`config.mk`:
```
export PLATFORM = sky130hd
export DESIGN_NAME = uart_frame_parser
export DESIGN_NICKNAME = d
export VERILOG_FILES = /design/src/rtl/uart_pkg.sv /design/src/rtl/uart_timeout_cnt.sv /design/src/rtl/uart_frame_parser.sv
export SDC_FILE = /design/constraint.sdc
export NUM_CORES = 1
export LEC_CHECK = 0
export BUFFER_PORTS_ARGS = -buffer_cell sky130_fd_sc_hd__buf_2
export CORE_ASPECT_RATIO = 0.6
export CORE_UTILIZATION = 55
export DETAILED_ROUTE_END_ITERATION = 6
export PLACE_DENSITY = 0.72
export SYNTH_ARGS = -nofsm -noshare
export SYNTH_HDL_FRONTEND = slang
export SYNTH_SLANG_ARGS = --single-unit
```
`constraint.sdc`:
```
create_clock -name CLK_100M -period 3.9 [get_ports CLK_100M]
set_clock_uncertainty 0.2 [all_clocks]
set_input_delay 0.585 -clock CLK_100M [delete_from_list [all_inputs] [get_ports CLK_100M]]
set_output_delay 0.585 -clock CLK_100M [all_outputs]
set_load 0.03 [all_outputs]
```
`src/rtl/uart_pkg.sv`:
```
// Shared definitions for the UART frame path: FSM encoding, error codes
// and default framing constants.
package uart_pkg;

    // One-hot frame parser states.
    typedef enum logic [5:0] {
        ST_IDLE = 6'b000001,
        ST_HDR1 = 6'b000010,
        ST_ADDR = 6'b000100,
        ST_LEN  = 6'b001000,
        ST_PLD  = 6'b010000,
        ST_CHK  = 6'b100000
    } frm_state_t;

    // ERR_CODE values reported with FRM_ERR.
    localparam logic [1:0] ERR_NONE = 2'b00;
    localparam logic [1:0] ERR_LEN  = 2'b01;
    localparam logic [1:0] ERR_CHK  = 2'b10;
    localparam logic [1:0] ERR_TMO  = 2'b11;

    // Default framing constants.
    localparam logic [7:0]  DEF_HDR0    = 8'h55;
    localparam logic [7:0]  DEF_HDR1    = 8'hAA;
    localparam logic [7:0]  DEF_MAX_LEN = 8'd64;
    localparam logic [19:0] DEF_TIMEOUT = 20'd1000000;

endpackage

```
`src/rtl/uart_timeout_cnt.sv`:
```
// Saturating up-counter with clear and enable. cnt_expire pulses in the
// cycle whose clock edge brings the count up to C_LIMIT; it ignores
// cnt_clr so the caller can decide precedence without a combinational loop.
module uart_timeout_cnt #(
    parameter int            W       = 20,
    parameter logic [W-1:0]  C_LIMIT = {W{1'b1}}
) (
    input  logic CLK_100M,
    input  logic IO_RESET,
    input  logic cnt_clr,
    input  logic cnt_en,
    output logic cnt_expire
);

    logic [W-1:0] cnt_reg;
    logic [W-1:0] cnt_next;

    // Next count: clear wins, otherwise count up and stick at the limit.
    always_comb begin
        cnt_next = cnt_reg;
        if (cnt_clr) begin
            cnt_next = '0;
        end else if (cnt_en && (cnt_reg != C_LIMIT)) begin
            cnt_next = cnt_reg + 1'b1;
        end
    end

    // Count register.
    always_ff @(posedge CLK_100M or posedge IO_RESET) begin
        if (IO_RESET) begin
            cnt_reg <= '0;
        end else begin
            cnt_reg <= cnt_next;
        end
    end

    assign cnt_expire = cnt_en && (cnt_reg == (C_LIMIT - 1'b1));

endmodule

```
`src/rtl/uart_frame_parser.sv`:
```
// Byte-level frame decoder behind the UART receiver.
// Frame: HDR0 HDR1 ADDR LEN payload[LEN] CHK, CHK = XOR of ADDR, LEN, payload.
module uart_frame_parser
    import uart_pkg::*;
#(
    parameter logic [7:0]  C_HDR0    = DEF_HDR0,
    parameter logic [7:0]  C_HDR1    = DEF_HDR1,
    parameter logic [7:0]  C_MAX_LEN = DEF_MAX_LEN,
    parameter logic [19:0] C_TIMEOUT = DEF_TIMEOUT
) (
    input  logic       CLK_100M,
    input  logic       IO_RESET,
    input  logic [7:0] UART_RX_DATA,
    input  logic       UART_RX_COMPLETE,
    output logic [7:0] FRM_ADDR,
    output logic [7:0] FRM_LEN,
    output logic [7:0] PLD_DATA,
    output logic [7:0] PLD_IDX,
    output logic       PLD_WE,
    output logic       FRM_DONE,
    output logic       FRM_ERR,
    output logic [1:0] ERR_CODE
);

    frm_state_t state_reg, state_next;
    logic [7:0] chk_reg, chk_next;
    logic [7:0] pld_cnt_reg, pld_cnt_next;
    logic [7:0] frm_addr_reg, frm_addr_next;
    logic [7:0] frm_len_reg, frm_len_next;
    logic [7:0] pld_data_reg, pld_data_next;
    logic [7:0] pld_idx_reg, pld_idx_next;
    logic       pld_we_reg, pld_we_next;
    logic       frm_done_reg, frm_done_next;
    logic       frm_err_reg, frm_err_next;
    logic [1:0] err_code_reg, err_code_next;

    logic rx_evt;
    logic in_idle;
    logic tmo_expire;
    logic tmo_fire;

    assign rx_evt  = UART_RX_COMPLETE;
    assign in_idle = (state_reg == ST_IDLE);
    // A byte arriving in the expiry cycle takes precedence over the timeout.
    assign tmo_fire = tmo_expire && !rx_evt;

    // Inter-byte silence counter; runs only while a frame is in progress.
    uart_timeout_cnt #(
        .W       (20),
        .C_LIMIT (C_TIMEOUT)
    ) u_timeout (
        .CLK_100M   (CLK_100M),
        .IO_RESET   (IO_RESET),
        .cnt_clr    (rx_evt || in_idle || tmo_expire),
        .cnt_en     (!in_idle),
        .cnt_expire (tmo_expire)
    );

    // Next-state and next-output decode; strobes default low, fields hold.
    always_comb begin
        state_next    = state_reg;
        chk_next      = chk_reg;
        pld_cnt_next  = pld_cnt_reg;
        frm_addr_next = frm_addr_reg;
        frm_len_next  = frm_len_reg;
        pld_data_next = pld_data_reg;
        pld_idx_next  = pld_idx_reg;
        pld_we_next   = 1'b0;
        frm_done_next = 1'b0;
        frm_err_next  = 1'b0;
        err_code_next = err_code_reg;

        if (rx_evt) begin
            case (state_reg)
                ST_IDLE: begin
                    if (UART_RX_DATA == C_HDR0) begin
                        state_next = ST_HDR1;
                    end
                end
                ST_HDR1: begin
                    // A repeated HDR0 keeps us aligned on the newest header.
                    if (UART_RX_DATA == C_HDR1) begin
                        state_next = ST_ADDR;
                    end else if (UART_RX_DATA != C_HDR0) begin
                        state_next = ST_IDLE;
                    end
                end
                ST_ADDR: begin
                    frm_addr_next = UART_RX_DATA;
                    chk_next      = UART_RX_DATA;
                    state_next    = ST_LEN;
                end
                ST_LEN: begin
                    frm_len_next = UART_RX_DATA;
                    chk_next     = chk_reg ^ UART_RX_DATA;
                    pld_cnt_next = 8'd0;
                    if (UART_RX_DATA > C_MAX_LEN) begin
                        frm_err_next  = 1'b1;
                        err_code_next = ERR_LEN;
                        state_next    = ST_IDLE;
                    end else if (UART_RX_DATA == 8'd0) begin
                        state_next = ST_CHK;
                    end else begin
                        state_next = ST_PLD;
                    end
                end
                ST_PLD: begin
                    pld_we_next   = 1'b1;
                    pld_data_next = UART_RX_DATA;
                    pld_idx_next  = pld_cnt_reg;
                    chk_next      = chk_reg ^ UART_RX_DATA;
                    pld_cnt_next  = pld_cnt_reg + 8'd1;
                    if (pld_cnt_reg == (frm_len_reg - 8'd1)) begin
                        state_next = ST_CHK;
                    end
                end
                ST_CHK: begin
                    if (UART_RX_DATA == chk_reg) begin
                        frm_done_next = 1'b1;
                    end else begin
                        frm_err_next  = 1'b1;
                        err_code_next = ERR_CHK;
                    end
                    state_next = ST_IDLE;
                end
                default: begin
                    state_next = ST_IDLE;
                end
            endcase
        end else if (tmo_fire) begin
            frm_err_next  = 1'b1;
            err_code_next = ERR_TMO;
            state_next    = ST_IDLE;
        end
    end

    // State and registered outputs.
    always_ff @(posedge CLK_100M or posedge IO_RESET) begin
        if (IO_RESET) begin
            state_reg    <= ST_IDLE;
            chk_reg      <= 8'd0;
            pld_cnt_reg  <= 8'd0;
            frm_addr_reg <= 8'd0;
            frm_len_reg  <= 8'd0;
            pld_data_reg <= 8'd0;
            pld_idx_reg  <= 8'd0;
            pld_we_reg   <= 1'b0;
            frm_done_reg <= 1'b0;
            frm_err_reg  <= 1'b0;
            err_code_reg <= ERR_NONE;
        end else begin
            state_reg    <= state_next;
            chk_reg      <= chk_next;
            pld_cnt_reg  <= pld_cnt_next;
            frm_addr_reg <= frm_addr_next;
            frm_len_reg  <= frm_len_next;
            pld_data_reg <= pld_data_next;
            pld_idx_reg  <= pld_idx_next;
            pld_we_reg   <= pld_we_next;
            frm_done_reg <= frm_done_next;
            frm_err_reg  <= frm_err_next;
            err_code_reg <= err_code_next;
        end
    end

    assign FRM_ADDR = frm_addr_reg;
    assign FRM_LEN  = frm_len_reg;
    assign PLD_DATA = pld_data_reg;
    assign PLD_IDX  = pld_idx_reg;
    assign PLD_WE   = pld_we_reg;
    assign FRM_DONE = frm_done_reg;
    assign FRM_ERR  = frm_err_reg;
    assign ERR_CODE = err_code_reg;

endmodule

```
== Yosys cells after proc, flatten, opt, wreduce, memory -nomap -nowiden ==
Index checks and enable logic that the tools add are counted.

* Flip-flop bits (word level): 79
* Bits of input ports: 11

* Add/subtract/negate cells: 3
* $lt $le $gt $ge: 1
* Eq/ne operators: 19
* Multiplexer cells: 28
* Bitwise gates (word level): 1
* Reduce and logical (&&, ||, !) cells: 20

{| class="wikitable"
|+ Operators by type and width
! operator !! number
|-
| 2-to-1 mux 6 bit || 8
|-
| 2-to-1 mux 20 bit || 2
|-
| one-hot mux 8 bit (2 select lines) || 2
|-
| one-hot mux 6 bit (5 select lines) || 1
|-
| adder 20 x 1 -> 20 bit, second input constant || 1
|-
| == test 20 bit, second input constant || 1
|-
| != test 20 bit, second input constant || 1
|-
| == test 8 bit || 2
|-
| AND reduction 2 bit || 5
|-
| 2-to-1 mux 1 bit || 9
|-
| != test 3 bit, second input constant || 3
|-
| adder 8 x 1 -> 8 bit, second input constant || 1
|-
| == test 8 x 7 -> 1 bit, second input constant || 1
|-
| == test 8 bit, second input constant || 1
|-
| > comparator 8 x 7 -> 1 bit, second input constant || 1
|-
| logical NOT 8 bit || 1
|-
| 2-to-1 mux 2 bit || 4
|-
| != test 8 x 7 -> 1 bit, second input constant || 1
|-
| AND reduction 4 bit || 2
|-
| nonzero test 2 bit || 4
|-
| subtractor 8 x 1 -> 8 bit, second input constant || 1
|-
| XOR 8 bit || 1
|-
| == test 6 x 1 -> 1 bit, second input constant || 1
|-
| == test 6 x 2 -> 1 bit, second input constant || 1
|-
| 13 further kinds || 17
|}

== Logic depth before layout (Yosys ltp) ==
* Depth after elaboration: 6
* Gate-level depth with buffers: 8
* Gate-level depth less buffers: 8

== Cells and area by module ==
A second synthesis with hierarchy kept.

* Cells, all modules: 408
* Area total of the unflattened synthesis: 4,040.1 sq um

{| class="wikitable"
|+ Modules (own cells, without submodules)
! module !! instances !! cells each !! area an instance (sq um)
|-
| uart_frame_parser || 1 || 293 || 2,924.1
|-
| uart_timeout_cnt || 1 || 115 || 1,116.1
|}

== Worst setup path after synthesis ==
No wires, ideal clock.

* Path type: input-to-reg
* Start: input port UART_RX_DATA[7]
* End: register state_reg[5]
* Setup time: 0.125 ns
* Arrival time: 2.293 ns
* Slack: 1.283 ns
* Stages: 7
* Path through: clkbuf_1 > or4_4 > nor2_1 > o21ai_0 > o22ai_1 > nor3b_4 > mux2_2

* Longest elaborated chain between the ends: 5

{| class="wikitable"
|+ RTL lines
! item !! RTL line !! RTL
|-
| from (decl) || uart_frame_parser.sv:13 || <nowiki>input logic [7:0] UART_RX_DATA,</nowiki>
|-
| branches (longest 5 deep; another with > comparator 8 x 7 -> 1 bit) || n/a ||
|-
| to (signal assigned) || uart_frame_parser.sv:152 || <nowiki>state_reg <= state_next;</nowiki>
|-
| to (decl) || uart_frame_parser.sv:25 || <nowiki>frm_state_t state_reg, state_next;</nowiki>
|}

Several ways; the timed one is not identified.
A chain may end at the register's enable or synchronous reset.

== Final worst setup path ==
* Start: register state_reg[5]
* End: register u_timeout.cnt_reg[2]

* Longest elaborated chain between the ends: 5

{| class="wikitable"
|+ RTL lines
! item !! RTL line !! RTL
|-
| == test 6 x 1 -> 1 bit (*) || uart_frame_parser.sv:43 || <nowiki>assign in_idle = (state_reg == ST_IDLE);</nowiki>
|-
| logical NOT 1 bit || uart_frame_parser.sv:55 || <nowiki>.cnt_en (!in_idle),</nowiki>
|-
| logical AND 1 bit || uart_timeout_cnt.sv:37 || <nowiki>assign cnt_expire = cnt_en && (cnt_reg == (C_LIMIT - 1'b1));</nowiki>
|-
| logical OR 1 bit || uart_frame_parser.sv:54 || <nowiki>.cnt_clr (rx_evt || in_idle || tmo_expire),</nowiki>
|-
| 2-to-1 mux 20 bit or nonzero test 2 bit (tied branches) || n/a ||
|-
| to (signal assigned) || uart_timeout_cnt.sv:33 || <nowiki>cnt_reg <= cnt_next;</nowiki>
|-
| to (decl) || uart_timeout_cnt.sv:15 || <nowiki>logic [W-1:0] cnt_reg;</nowiki>
|}

Every way passes the cells marked *; elsewhere a longest branch is shown, timed or not.

==> results.py <==
metrics = {
    "status": {
        "outcome": "finished, violations left",
        "violations": "design-rule violations",
    },
    "layout": {
        "final_area_um2": 4610,
        "nets": 466,
        "mostFrequentLayoutCell": "dfrtp_1",
        "largest_reg_flops": 20,
        "layout_common_cells": "78 x dfrtp_1, 68 x nand2_1, 47 x buf_2",
        "syn_to_final_growth_pct": 15.7,
        "fin_cells": 543,
        "drive_gt1_frac": 0.206,
        "diodes": 0,
    },
    "setup_path": {
        "cp_slowest_stage_delay_ns": 0.61,
        "cp_slowest_cell": "nor4_1",
        "crit_required_ns": 3.95,
        "rr_worst_depth": 6,
        "r2r_setup_slack_ns": 1.14,
        "worstSetupEndpointType": "flop",
        "path_max_fanout": 20,
        "cp_top_family": "simple AND/OR/NAND/NOR gates",
        "critPathBufInv": 0,
        "startpoint_type": "flop",
        "path_class": "reg -> reg",
        "critPathArrivalTime_ns": 2.81,
        "crit_chain": "nor4_1, nand3_1, nand4_1, nor2b_1, nand2_1, nor2_1",
        "reg2reg_from": "state_reg[5]$_DFFE_PP0P_",
        "r2r-end": "u_timeout.cnt_reg[2]$_DFFE_PP0P_",
    },
    "logic_synthesis": {
        "syn_area_um2": 3980,
        "synth_seq_cells": 79,
        "synth_top_area_share": 0.490,
        "syn_inst": 407,
        "async_flop_share": 1.00,
        "yosysWarnings": 0,
        "synth_top_area_cell": "dfrtp_1",
        "syn_nets": 422,
        "yosysSeqAreaShare": 0.497,
        "ys_types": 50,
        "synth.avg_cell_area_um2": 9.78,
        "ys.flop_type": "dfrtp_1",
        "synth_edf_count": 0,
        "synthTopCellsByArea": "dfrtp_1 49%, nand2_1 6.4%, xnor2_1 5.9%, mux2_2 5.1%, nor2_1 3.6%",
    },
    "placed_design": {
        "portBuffers": 47,
        "dpl.hpwl_mm": 6.38,
        "place_area_um2": 4280,
        "gp_congestion": 0.918,
        "place_ws_ns": 1.12,
        "placedCellCount": 527,
    },
    "route": {
        "dr.pass1.iters": 7,
        "antenna_left": 0,
        "drc": 6,
        "drt-total-wl_mm": 9.15,
        "drtIter0Drc": 222,
        "wl_per_cell_um": 16.9,
        "vias_per_cell": 5.68,
        "vias": 3083,
    },
    "power_and_ir_drop": {
        "leakagePower_nw": 2.23,
        "p_per_area_nw_per_um2": 484,
        "irDropWorstVdd_v": 0.000233,
        "power_w": 0.00223,
    },
    "flow_run": {
        "drv_cap": 0,
    },
    "floorplan": {
        "core_area_um2": 6820,
        "fp.dieW_um": 112,
        "io_pins": 48,
        "std_cell_rows": 23,
        "die_h_um": 67.9,
        "dieArea_um2": 7590,
        "start_util": 0.584,
    },
    "timing": {
        "min_period_ns": 2.76,
        "max_freq_ghz": 0.363,
        "hold_viol_final": 0,
        "setup_viol": 0,
        "min_period_over_period": 0.707,
        "setup_tns_ns": 0,
        "setup_ws_ns": 1.14,
        "rsz0062_at_grt": "false",
        "tightest_slew_ns": 0.720,
        "report.final.slew_viol_count": 0,
        "slew_headroom": 0.519,
    },
    "cts": {
        "clock-sinks": 79,
        "cts-resized-gates": 0,
        "cts_root_buf": "clkbuf_16",
        "cts_tree": "yes",
        "worstSkewPairLatency_ns": 0.34,
        "hold_buffers": 0,
        "htreeDepth": 3,
        "clk_pin_slew_worst_paths_ns": 0.06,
        "cts_buffers": 9,
        "cts_buffer_depth": 2,
        "post_cts_buffers": 0,
    },
    "grt": {
        "grt_start_max_net_pins": 29,
        "gr-total-overflow": 0,
        "antenna_found_initial": 0,
        "grt_pass1_vias": 2901,
        "grt_pass1_wl_mm": 15.0,
        "grt.total_usage": 0.267,
    },
    "min_path": {
        "hp-class": "in -> async",
    },
}
worst max-delay path by stage:
stage	from	to	slack, ns	cells past startpoint
floorplan	IO_RESET	ERR_CODE[0]$_DFFE_PP0P_	1.09	1
global placement	UART_RX_DATA[7]	state_reg[5]$_DFFE_PP0P_	1.19	7
detailed placement	UART_RX_DATA[7]	state_reg[5]$_DFFE_PP0P_	1.12	7
CTS	state_reg[5]$_DFFE_PP0P_	u_timeout.cnt_reg[2]$_DFFE_PP0P_	1.20	6
global route	state_reg[5]$_DFFE_PP0P_	u_timeout.cnt_reg[9]$_DFFE_PP0P_	0.90	6
finish	state_reg[5]$_DFFE_PP0P_	u_timeout.cnt_reg[2]$_DFFE_PP0P_	1.14	6
cell usage after synthesis, types with 2 or more instances:
library cell / n
nor4_1: 3
o31ai_1: 4
nand2b_1: 2
nand3_1: 15
or4_1: 2
and3_1: 5
o21ai_0: 8
nand2_1: 68
mux2_2: 18
and2_1: 4
xnor2_1: 27
nor2_1: 38
dfrtp_1: 78
a21oi_1: 18
nand4_1: 11
nor2b_1: 4
xor2_1: 11
inv_1: 16
nor4_2: 2
nor3_1: 11
buf_2: 3
nor3b_1: 2
mux2i_1: 11
o22ai_1: 2
ha_1: 4
or4_4: 2
clkbuf_1: 15
layout make-up:
cell class              count  area, µm²
inverters                  16       60.1
clock inverters             5       81.3
flip-flops and latches     79       1980
repair buffers             51        265
multi-input cells         294       1870
clock buffers              11        243
fillers                   548       2210
well taps                  87        109
cell families after synthesis:
group                      Yosys count  share of synthesized area
AOI/OAI and AO/OA                   44                     0.0704
adders and majority gates            5                     0.0151
muxes                               29                     0.0786
DFF                                 79                      0.497
buffers and inverters               34                     0.0330
xor gates and xnor gates            38                     0.0836
and+or+nand+nor                    178                      0.222
metal layers:
metal	global-route usage	part of all wire	vias to the layer above
met1	0.391	0.50	1498
met2	0.380	0.42	95
met3	0.0788	0.071	6
li1	-	-	1484
met4	0.0794	0.0081	0
met5	0	0	-
where the power goes:
part	leakage (nW)	switching, W	internal, W
Sequential	1.08	0.0000693	0.000878
Combinational	0.998	0.000225	0.000149
Clock	0.156	0.000332	0.000578
Total	2.23	0.000626	0.00160
per-stage QoR:
| step | util | hold slack [ns] |
|---|---|---|
| CTS | 0.675 | 0.0871 |
| detailed placement | 0.628 | 0.259 |
| global route | 0.675 | 0.116 |
| finish | 0.675 | 0.0789 |
| global placement | 0.628 | 0.253 |
| floorplan | - | 0.288 |
Note: power is estimated with default switching activity, not from simulation.
